[src/rtl/inst_encoder_loader.sv]
// inst_encoder_loader
//   Accepts decoded instruction fields over a valid/ready handshake, encodes
//   each one into a 16-bit instruction word, and writes it to instruction
//   memory at consecutive addresses starting from 0.
//
// Ports
//   clk, rst            clock; asynchronous active-high reset
//   start               open a load session (ignored while loading)
//   in_valid/in_ready   field handshake; a transfer happens when both are high
//   mnem,rs,rt,rd,imm   instruction fields (mnem 0..16 legal, 17..31 illegal)
//   mem_we/addr/wdata   registered one-cycle write port to instruction memory
//   words               words written during the current session
//   busy, done          session in progress / session ended on HALT
//   err                 00 ok, 01 illegal mnem, 10 memory full before HALT
module inst_encoder_loader #(
  parameter int ADDR_W = 6
) (
  input  logic              clk,
  input  logic              rst,
  input  logic              start,
  input  logic              in_valid,
  output logic              in_ready,
  input  logic [4:0]        mnem,
  input  logic [2:0]        rs,
  input  logic [2:0]        rt,
  input  logic [2:0]        rd,
  input  logic [5:0]        imm,
  output logic              mem_we,
  output logic [ADDR_W-1:0] mem_addr,
  output logic [15:0]       mem_wdata,
  output logic [ADDR_W:0]   words,
  output logic              busy,
  output logic              done,
  output logic [1:0]        err
);

  typedef enum logic [1:0] {S_IDLE, S_LOAD, S_DONE, S_ERR} state_t;

  state_t              r_state, w_state_nxt;
  logic [ADDR_W-1:0]   r_cnt;
  logic [ADDR_W:0]     r_words;
  logic                r_we;
  logic [ADDR_W-1:0]   r_addr;
  logic [15:0]         r_wdata;
  logic [1:0]          r_err;

  logic                w_legal, w_halt, w_accept, w_restart, w_last;
  logic [15:0]         w_enc;

  // Encoder: pure function of the current fields
  always_comb begin
    w_legal = 1'b1;
    w_halt  = 1'b0;
    w_enc   = 16'h0000;
    case (mnem)
      5'd0, 5'd1, 5'd5, 5'd6: w_enc = {4'b1111, rs, rt,     rd, mnem[2:0]};
      5'd2, 5'd3, 5'd4:       w_enc = {4'b1111, rs, 3'b000, rd, mnem[2:0]};
      5'd7:  w_enc = {4'b0010, rs, rt, imm};
      5'd8:  w_enc = {4'b0100, rs, rt, imm};
      5'd9:  w_enc = {4'b0101, rs, rt, imm};
      5'd10: w_enc = {4'b0110, rs, rt, imm};
      5'd11: w_enc = {4'b0111, rs, rt, imm};
      5'd12: w_enc = {4'b1000, rs, rt, imm};
      5'd13: w_enc = {4'b1001, rs, rt, imm};
      5'd14: w_enc = {4'b1010, rs, 3'b000, imm};
      5'd15: w_enc = {4'b1011, rs, 3'b000, imm};
      5'd16: begin w_enc = 16'h0001; w_halt = 1'b1; end
      default: w_legal = 1'b0;
    endcase
  end

  assign w_accept  = in_valid && (r_state == S_LOAD);
  assign w_restart = start && (r_state != S_LOAD);
  assign w_last    = (r_cnt == {ADDR_W{1'b1}});

  always_comb begin
    w_state_nxt = r_state;
    case (r_state)
      S_LOAD: begin
        if (w_accept) begin
          if (!w_legal)    w_state_nxt = S_ERR;
          else if (w_halt) w_state_nxt = S_DONE;
          else if (w_last) w_state_nxt = S_ERR;
        end
      end
      default: if (start) w_state_nxt = S_LOAD;
    endcase
  end

  always_ff @(posedge clk or posedge rst) begin
    if (rst) begin
      r_state <= S_IDLE;
      r_cnt   <= '0;
      r_words <= '0;
      r_we    <= 1'b0;
      r_addr  <= '0;
      r_wdata <= '0;
      r_err   <= 2'b00;
    end else begin
      r_state <= w_state_nxt;
      r_we    <= 1'b0;
      if (w_restart) begin
        r_cnt   <= '0;
        r_words <= '0;
        r_err   <= 2'b00;
      end else if (w_accept) begin
        if (!w_legal) begin
          r_err <= 2'b01;
        end else begin
          r_we    <= 1'b1;
          r_addr  <= r_cnt;
          r_wdata <= w_enc;
          r_cnt   <= r_cnt + ADDR_W'(1);
          r_words <= r_words + (ADDR_W+1)'(1);
          // HALT into the last slot is a clean finish, not an overflow
          if (!w_halt && w_last) r_err <= 2'b10;
        end
      end
    end
  end

  assign in_ready  = (r_state == S_LOAD);
  assign busy      = (r_state == S_LOAD);
  assign done      = (r_state == S_DONE);
  assign mem_we    = r_we;
  assign mem_addr  = r_addr;
  assign mem_wdata = r_wdata;
  assign words     = r_words;
  assign err       = r_err;

endmodule

[config.mk]
export PLATFORM = sky130hd
export DESIGN_NAME = inst_encoder_loader
export DESIGN_NICKNAME = d
export VERILOG_FILES = /design/src/rtl/inst_encoder_loader.sv
export SDC_FILE = /design/constraint.sdc
export NUM_CORES = 1
export LEC_CHECK = 0
export ABC_AREA = 1
export CORE_UTILIZATION = 48
export CTS_CLUSTER_DIAMETER = 30
export DETAILED_ROUTE_END_ITERATION = 6
export GPL_TIMING_DRIVEN = 0
export PLACE_DENSITY = 0.9
export SKIP_LAST_GASP = 1
export SLEW_MARGIN = 15
export SYNTH_ARGS = -nofsm -noshare
export SYNTH_HDL_FRONTEND = slang
export SYNTH_SLANG_ARGS = --single-unit
[constraint.sdc]
create_clock -name clk -period 1.8 [get_ports clk]
set_input_delay 0.54 -clock clk [delete_from_list [all_inputs] [get_ports clk]]
set_output_delay 0.54 -clock clk [all_outputs]
set_load 0.03 [all_outputs]
Word level (Yosys, flattened, before mapping)
Cells that the tools add are included.
{"block": "classes", "n_addsub": 2, "n_eq_ne": 23, "mux": 22, "bitwise": 1, "reduce_logical": 15}
{"cell": "one-hot mux 16 bit (12 select lines)", "count": 1}
{"cell": "== test 5 x 4 -> 1 bit, second input constant", "count": 8}
{"cell": "2-to-1 mux 7 bit", "count": 3}
{"cell": "== test 5 x 3 -> 1 bit, second input constant", "count": 4}
{"cell": "2-to-1 mux 2 bit", "count": 10}
{"cell": "2-to-1 mux 6 bit", "count": 3}
{"cell": "OR reduction 17 bit", "count": 1}
{"cell": "== test 5 x 2 -> 1 bit, second input constant", "count": 2}
{"cell": "adder 7 x 1 -> 7 bit, second input constant", "count": 1}
{"cell": "adder 6 x 1 -> 6 bit, second input constant", "count": 1}
{"cell": "== test 6 bit, second input constant", "count": 1}
{"cell": "AND reduction 3 bit", "count": 2}
{"cell": "nonzero test 2 bit", "count": 3}
{"cell": "== test 5 x 1 -> 1 bit, second input constant", "count": 1}
{"cell": "== test 5 bit, second input constant", "count": 1}
{"cell": "zero test 5 bit", "count": 1}
{"cell": "2-to-1 mux 1 bit", "count": 5}
{"cell": "inequality test 2 x 1 -> 1 bit, second input constant", "count": 2}
{"cell": "inequality test 4 x 2 -> 1 bit, second input constant", "count": 1}
{"cell": "AND reduction 2 bit", "count": 2}
{"cell": "OR reduction 4 bit", "count": 1}
{"cell": "logical AND 1 bit", "count": 3}
{"cell": "inequality test 3 x 1 -> 1 bit, second input constant", "count": 1}
{"cell": "OR reduction 3 bit", "count": 1}
{"cell": "4 further kinds", "count": 4}
{"block": "word_totals", "ff_bits": 40, "input_bits": 24, "out_inout_bits": 35, "wordCells": 70}

Depth between registers and ports, before layout
Gate-level depths: netlist of the first run.
{"block": "logic_depth", "depth_word": 8, "ltp_mapped": 9}

Worst setup path before layout of the first run
OpenSTA, ideal clock, no wires.
{"block": "synth_timing", "path_kind": "flip-flop to output port", "startpoint": "reg r_state[1]", "endpoint": "out in_ready", "arrival_ns": 1.028, "slack_ns": 0.232, "path_stages_with_launch": 5, "path_buffers": 1, "path_cell_list": "dfrtp_1 inv_1 nand2_1 inv_1 buf_4"}
{"block": "synth_via", "elab_chain_cells": 1}
{"element": "from (decl)", "line": "39", "rtl": "state_t r_state, w_state_nxt;"}
{"element": "from (signal assigned)", "line": "100", "rtl": "r_state <= w_state_nxt;"}
{"element": "== test 2 x 1 -> 1 bit"}
{"element": "to (decl)", "line": "22", "rtl": "output logic in_ready,"}
No other way between the ends.

Final worst setup path of the first run
{"block": "layout_timing", "startpoint": "reg r_state[1]", "endpoint": "out in_ready"}
{"block": "layout_via", "elab_chain_cells": 1}
{"element": "== test 2 x 1 -> 1 bit", "line": "122", "rtl": "assign in_ready = (r_state == S_LOAD);"}
No other way between the ends.

==> flow_summary.json, run 1 <==
{
  "fin_ws_ns": 0.00942,
  "final_common_cell": "nand2_1",
  "syn_to_final_growth_pct": 32.2,
  "switching_share": 0.444,
  "skew_ns": 0.00592,
  "fp.dieH_microns": 68.9,
  "peakVddDrop_mv": 0.750,
  "grt_pass1_vias": 1870,
  "grt_max_degree": 28,
  "cts_hold_buffers": 0,
  "syn-num-nets": 294,
  "endpoint_kind": "output port",
  "utilization": 0.686,
  "timing.critical_path.fanout_max": 5,
  "synth-adder-area-share": 0.0116,
  "slowest_stage": "dfrtp_1",
  "num_rows": 23,
  "fp.coreArea_sq_mm": 0.00414,
  "pre_cts_ws_ns": -0.260,
  "hold_path_depth": 2,
  "status": "finished, final reports clean",
  "power_frac_comb": 0.463,
  "cts_sinks": 40,
  "arrival_ns": 1.25,
  "ys_seq_area_frac": 0.466,
  "power.leakage_nw": 1.55,
  "synthXorXnorAreaFrac": 0.00407,
  "muxShareOfSynthArea": 0,
  "clock.fmax_ghz": 0.558,
  "ios": 59,
  "yosysTopAreaCell": "dfrtp_1",
  "clk_pin_slew_worst_paths_ns": 0.07,
  "synthCells": 268,
  "cts-root-buf": "clkbuf_8",
  "p_seq_frac": 0.369,
  "yosysUniqueCellTypes": 28,
  "period_minus_slack_ns": 1.79,
  "ys_top_cells_by_area": "dfrtp_1 (47%), nand2_1 (16%), nand3_1 (5.8%), inv_1 (4.2%), o21ai_0 (4.0%)",
  "synth_compound_area_frac": 0.0972,
  "layout_common_cells": "nand2_1 (90), dfrtp_1 (40), dlygate4sd2_1 (32)",
  "hold_viol_final": 0,
  "setup_viol": 0,
  "clk_latency_ns": 0.29,
  "worst_hold_slack_ns": 0.476,
  "grt_pass1_wl_mm": 8.35,
  "cts_tree": "built",
  "synth_top_family_by_area": "simple AND/OR/NAND/NOR gates",
  "track_usage": 0.242,
  "dr.pass1.iters": 5,
  "ys_warn_count": 0,
  "floorplan.initialDensity": 0.519,
  "antenna_found_initial": 0,
  "pwr-share-clk": 0.168,
  "path_class": "register to output port",
  "antenna_cells": 0,
  "relSlewSlack": 0.776,
  "drt_wl_total_mm": 5.19,
  "start_kind": "register",
  "rsz0062_at_grt": "true",
  "path_cells": "inv_1 -> nand2_2 -> inv_2 -> buf_4 -> clkbuf_2",
  "post_cts_buffers": 0,
  "cpPeakStageDelay_ns": 0.38,
  "place_congestion": 0.900,
  "io_buffers": 56,
  "avgSynthCellArea_sq_um": 8.02,
  "synth-seq-cells": 40,
  "required_ns": 1.26,
  "power.switching_w": 0.00163,
  "htree_levels": 2,
  "die_w_microns": 68.9,
  "synth-simple-area-share": 0.328,
  "hold_class": "register to register",
  "num_vias": 2032,
  "fin_crit_sh": 0.995,
  "tns_ns": 0,
  "dp_hpwl_mm": 3.86,
  "detail_route.vias_per_cell": 5.31,
  "drive_above_1_share": 0.135,
  "drc": 0,
  "drv_slew": 0,
  "internal_power_w": 0.00203,
  "cts_made_buffers": 5,
  "powerDensity_mw_per_mm2": 1290,
  "maxCapViolCount": 0,
  "grt.overflow.total": 0,
  "yosysTopAreaCellShare": 0.466,
  "clockBufferDepth": 2,
  "detail_route.iter0.violations": 104,
  "final_nets": 358,
  "route.antenna.remaining_nets": 0,
  "worst_pin_slew_ns": 0.337,
  "die_area_sq_mm": 0.00475,
  "reg2reg_depth": 8,
  "synth_area_sq_mm": 0.00215,
  "drt-wirelength-per-cell_microns": 13.5
}
## power by group through the flow
stage          sequential, W  clock [W]  combinational, W
2_1_floorplan        0.00178          0          0.000694
3_3_place_gp         0.00136          0           0.00182
3_5_place_dp         0.00137          0           0.00188
4_1_cts              0.00135   0.000621           0.00170
5_1_grt              0.00138   0.000659           0.00183
6_report             0.00135   0.000615           0.00169
## worst max-delay path, delay by kind of cell, from the launching register on
kind / cells / cell delay (ns)
flops: 1 / 0.38
buf+inv: 4 / 0.48
simple gates: 1 / 0.11
## final timing paths
path                                 endpoint         start  slack, ns
worst min-delay path             mem_wdata[5]  mem_wdata[5]       0.48
min in group asynchronous            words[1]           rst       0.51
worst max register to register         err[1]      r_cnt[0]       0.32
worst min register to register   mem_wdata[5]  mem_wdata[5]       0.48
max in group asynchronous       mem_wdata[13]           rst       0.84
worst max-delay path                 in_ready    r_state[1]      0.009
## synthesized netlist by cell type, drive strengths merged
cell type,number
nand2,95
dfrtp,40
nand3,28
inv,26
o21ai,26
nor2,19
buf,11
a21oi,7
nand4,5
nor3,3
ha,2
a31oi,1
and3,1
nand3b,1
o211ai,1
o31ai,1
xor2,1
## final cells by class
cell class	instances	area (sq um)
timing repair buffer	57	533
clock inverter	1	7.51
sequential	40	1000
fill	363	1300
clock buffer	7	86.3
tap	50	62.6
multi-input combinational	191	950
buffer	11	104
inverter	26	97.6
## per-layer routing
metal / up-vias / wire [microns] / global-route usage
li1: 991 / - / -
met1: 947 / 2190 / 0.293
met2: 84 / 2510 / 0.403
met3: 10 / 360 / 0.0707
met4: 0 / 129 / 0.0944
met5: - / 0 / 0
## logic make-up (layout without fill, tap and decap cells)
kind of cell	after synthesis	in the layout
fa+ha+maj	2	2
buf+inv	37	102
xor+xnor	1	1
flops	40	40
simple gates	152	152
compound gates	36	36
## sequential cells by signal, summed over array words and instances (netlist names)
signal	cells
mem_wdata	16
words	7
mem_addr	6
r_cnt	6
err	2
r_state	2
mem_we	1
## per-stage QoR
stage | std cells | total power [W] | area, sq um
floorplan | 268 | 0.00248 | 2150
global placement | 374 | 0.00318 | 2770
detailed placement | 375 | 0.00324 | 2790
CTS | 383 | 0.00367 | 2840
global route | 383 | 0.00387 | 2840
finish | 383 | 0.00366 | 2840
## what timing repair did
item                       CTS  global route
hold endpoints to repair     0             0
setup endpoints to repair   35            29
gates resized for setup     36            10
pin swaps                    0             1
Power figures use the tool's default switching activity.
==> run 2: changes to the inputs <==
- ABC_AREA: 1 -> 0
- CORE_UTILIZATION: 48 -> 47
==> run 2 against run 1 <==
Effect of this change:
- the flow now finishes with violations (setup timing)
- clock skew increased by 0.0029 ns
- final cell count shrank 20%
- combinational power down 38%
- non-clock buffer count is 7 higher
- sequential cell count stayed put
- first-iteration DRC count increased by 77%
- sequential power is 11% lower
- critical path type unchanged
- final area shrank 2.1%
- synthesized area fell by 8.3%
- count of clock-buffer cells in the layout down 1
- routed wire length grew 3.2%
==> flow_summary.json, run 2 <==
{
  "htree_levels": 2,
  "track_usage": 0.269,
  "start_kind": "register",
  "powerDensity_mw_per_mm2": 1070,
  "die_w_microns": 66.8,
  "synth_flop_cell": "dfrtp_1",
  "layout_common_cells": "dfrtp_1 (38), dlygate4sd2_1 (33), o21ai_0 (25)",
  "ios": 59,
  "skew_ns": 0.00883,
  "worst_pin_slew_ns": 0.491,
  "p_seq_frac": 0.403,
  "cp_top_family": "flip-flops",
  "ys_warn_count": 0,
  "fp.dieH_microns": 66.8,
  "ys_seq_area_frac": 0.508,
  "drc": 0,
  "timing.critical_path.fanout_max": 7,
  "final_common_cell": "dfrtp_1",
  "use_met2": 0.420,
  "power_frac_comb": 0.352,
  "pwr-share-clk": 0.245,
  "maxCapViolCount": 0,
  "syn_to_final_growth_pct": 41.1,
  "yosysTopAreaCell": "dfrtp_1",
  "grt_pass1_vias": 1841,
  "fin_ws_ns": -0.00751,
  "cts_made_buffers": 5,
  "dr.pass1.iters": 4,
  "endpoint_kind": "output port",
  "drive_above_1_share": 0.206,
  "required_ns": 1.26,
  "path_cells": "nor2b_4 -> buf_8 -> buf_4 -> buf_6",
  "die_area_sq_mm": 0.00446,
  "final_nets": 282,
  "avgSynthCellArea_sq_um": 10.6,
  "num_vias": 1878,
  "power.switching_w": 0.00110,
  "rsz0062_at_grt": "true",
  "detail_route.vias_per_cell": 6.12,
  "reg2reg_depth": 4,
  "period_minus_slack_ns": 1.81,
  "synth_common_cells": "dfrtp_1 (40), o21ai_0 (25), a21oi_1 (17), inv_1 (10), nand3_1 (10)",
  "syn-num-nets": 212,
  "grt_max_degree": 31,
  "cts-root-buf": "clkbuf_8",
  "clk_latency_ns": 0.31,
  "violations": "setup timing",
  "ys_top_cells_by_area": "dfrtp_1 (51%), o21ai_0 (6.3%), a21oi_1 (4.3%), mux2_2 (4.0%), mux2i_1 (2.5%)",
  "hold_viol_final": 0,
  "async_flop_share": 1.00,
  "clk_pin_slew_worst_paths_ns": 0.08,
  "r2r_start": "r_state[0]",
  "slowest_stage": "dfrtp_2",
  "r2r-end": "err[0]",
  "cts_sinks": 40,
  "grt_busiest_layer": "met2",
  "drt-wirelength-per-cell_microns": 17.4,
  "arrival_ns": 1.27,
  "cpPeakStageDelay_ns": 0.46,
  "antenna_found_initial": 0,
  "switching_share": 0.369,
  "tns_ns": -0.00751,
  "internal_power_w": 0.00189,
  "floorplan.initialDensity": 0.493,
  "yosysTopAreaCellShare": 0.508,
  "utilization": 0.695,
  "detail_route.iter0.violations": 184,
  "grtUsageMet3": 0.0736,
  "cp_num_buf_inv": 3,
  "dp_hpwl_mm": 3.54,
  "synth-edff-count": 0,
  "status": "finished with violations",
  "antenna_cells": 0,
  "clock.fmax_ghz": 0.553,
  "synthCells": 186,
  "drt_wl_total_mm": 5.36,
  "synth_area_sq_mm": 0.00197,
  "drv_slew": 0,
  "cts_tree": "built",
  "grtUsageMet1": 0.330,
  "fin_crit_sh": 1.00,
  "worst_hold_slack_ns": 0.478,
  "grt.overflow.total": 0,
  "grt_pass1_wl_mm": 8.58,
  "largest_reg_flops": 16,
  "hold_class": "primary input to asynchronous set/reset pin",
  "fp.coreArea_sq_mm": 0.00400,
  "yosys.cell_count.top_type": "dfrtp_1",
  "r2r_slack_ns": 0.25,
  "place_congestion": 0.851,
  "path_class": "register to output port",
  "setup_viol": 1,
  "clockBufferDepth": 2,
  "io_buffers": 55,
  "yosysUniqueCellTypes": 44,
  "synth-seq-cells": 40,
  "power.leakage_nw": 1.31,
  "route.antenna.remaining_nets": 0,
  "num_rows": 23,
  "relSlewSlack": 0.673,
  "peakVddDrop_mv": 0.644
}
run 2: cell types whose count changed in the layout (fill, tap and decap cells not counted), moves of 7 or more:
cell / before / now
a21oi_1: 7 / 16
buf_4: 2 / 10
inv_1: 22 / 8
mux2_2: 0 / 7
nand2_1: 90 / 3
nand3_1: 25 / 10
nor2_1: 14 / 4
o21ai_0: 17 / 25
run 2: per-layer routing:
metal  routed length (microns)  up-vias
met2                      2660       98
li1                          -      849
met1                      2180      913
met4                       156        0
met3                       358       18
met5                         0        -
run 2: worst max-delay path by stage:
stage                from             to  slack [ns]  depth (start not counted)
6_report       r_state[1]       in_ready      -0.008                          4
5_1_grt        r_state[1]       in_ready       -0.05                          4
4_1_cts        r_state[1]       in_ready       -0.10                          4
3_5_place_dp      mnem[3]  mem_wdata[13]       -0.81                          5
3_3_place_gp      mnem[3]    mem_addr[3]       -0.76                          5
2_1_floorplan     mnem[0]    mem_addr[2]       -0.11                          5
run 2: power groups by stage:
stage          clock [W]  sequential, W  combinational [W]
3_3_place_gp           0        0.00122            0.00107
2_1_floorplan          0        0.00150           0.000334
6_report        0.000733        0.00120            0.00105
3_5_place_dp           0        0.00122            0.00109
4_1_cts         0.000737        0.00120            0.00102
5_1_grt         0.000783        0.00123            0.00112
run 2: logic make-up after synthesis:
group | synth area share
compound gates | 0.235
xor+xnor | 0.00444
flops | 0.508
simple gates | 0.115
mux | 0.0654
buf+inv | 0.0603
fa+ha+maj | 0.0127
run 2: metrics by stage:
stage | std cells | cell area [sq um] | total power (W) | setup slack [ns]
finish | 307 | 2780 | 0.00299 | -0.00751
global route | 307 | 2780 | 0.00313 | -0.0517
CTS | 303 | 2720 | 0.00296 | -0.104
detailed placement | 292 | 2610 | 0.00231 | -0.814
global placement | 291 | 2590 | 0.00228 | -0.762
floorplan | 186 | 1980 | 0.00183 | -0.113
run 2: repair_timing:
item / CTS / global route
cloned: 0 / 1
setup endpoints to repair: 74 / 17
hold buffers: 0 / 0
pin swaps: 2 / 1
setup buffers: 3 / 3
gates resized for setup: 61 / 12
run 2: cell type report:
| cell class | count | area [sq um] |
|---|---|---|
| inverter | 11 | 41.3 |
| multi-input combinational | 123 | 905 |
| clock buffer | 6 | 72.6 |
| buffer | 13 | 98.8 |
| timing repair buffer | 62 | 563 |
| fill | 308 | 1220 |
| sequential | 40 | 1000 |
| tap | 50 | 62.6 |
| clock inverter | 2 | 35.0 |
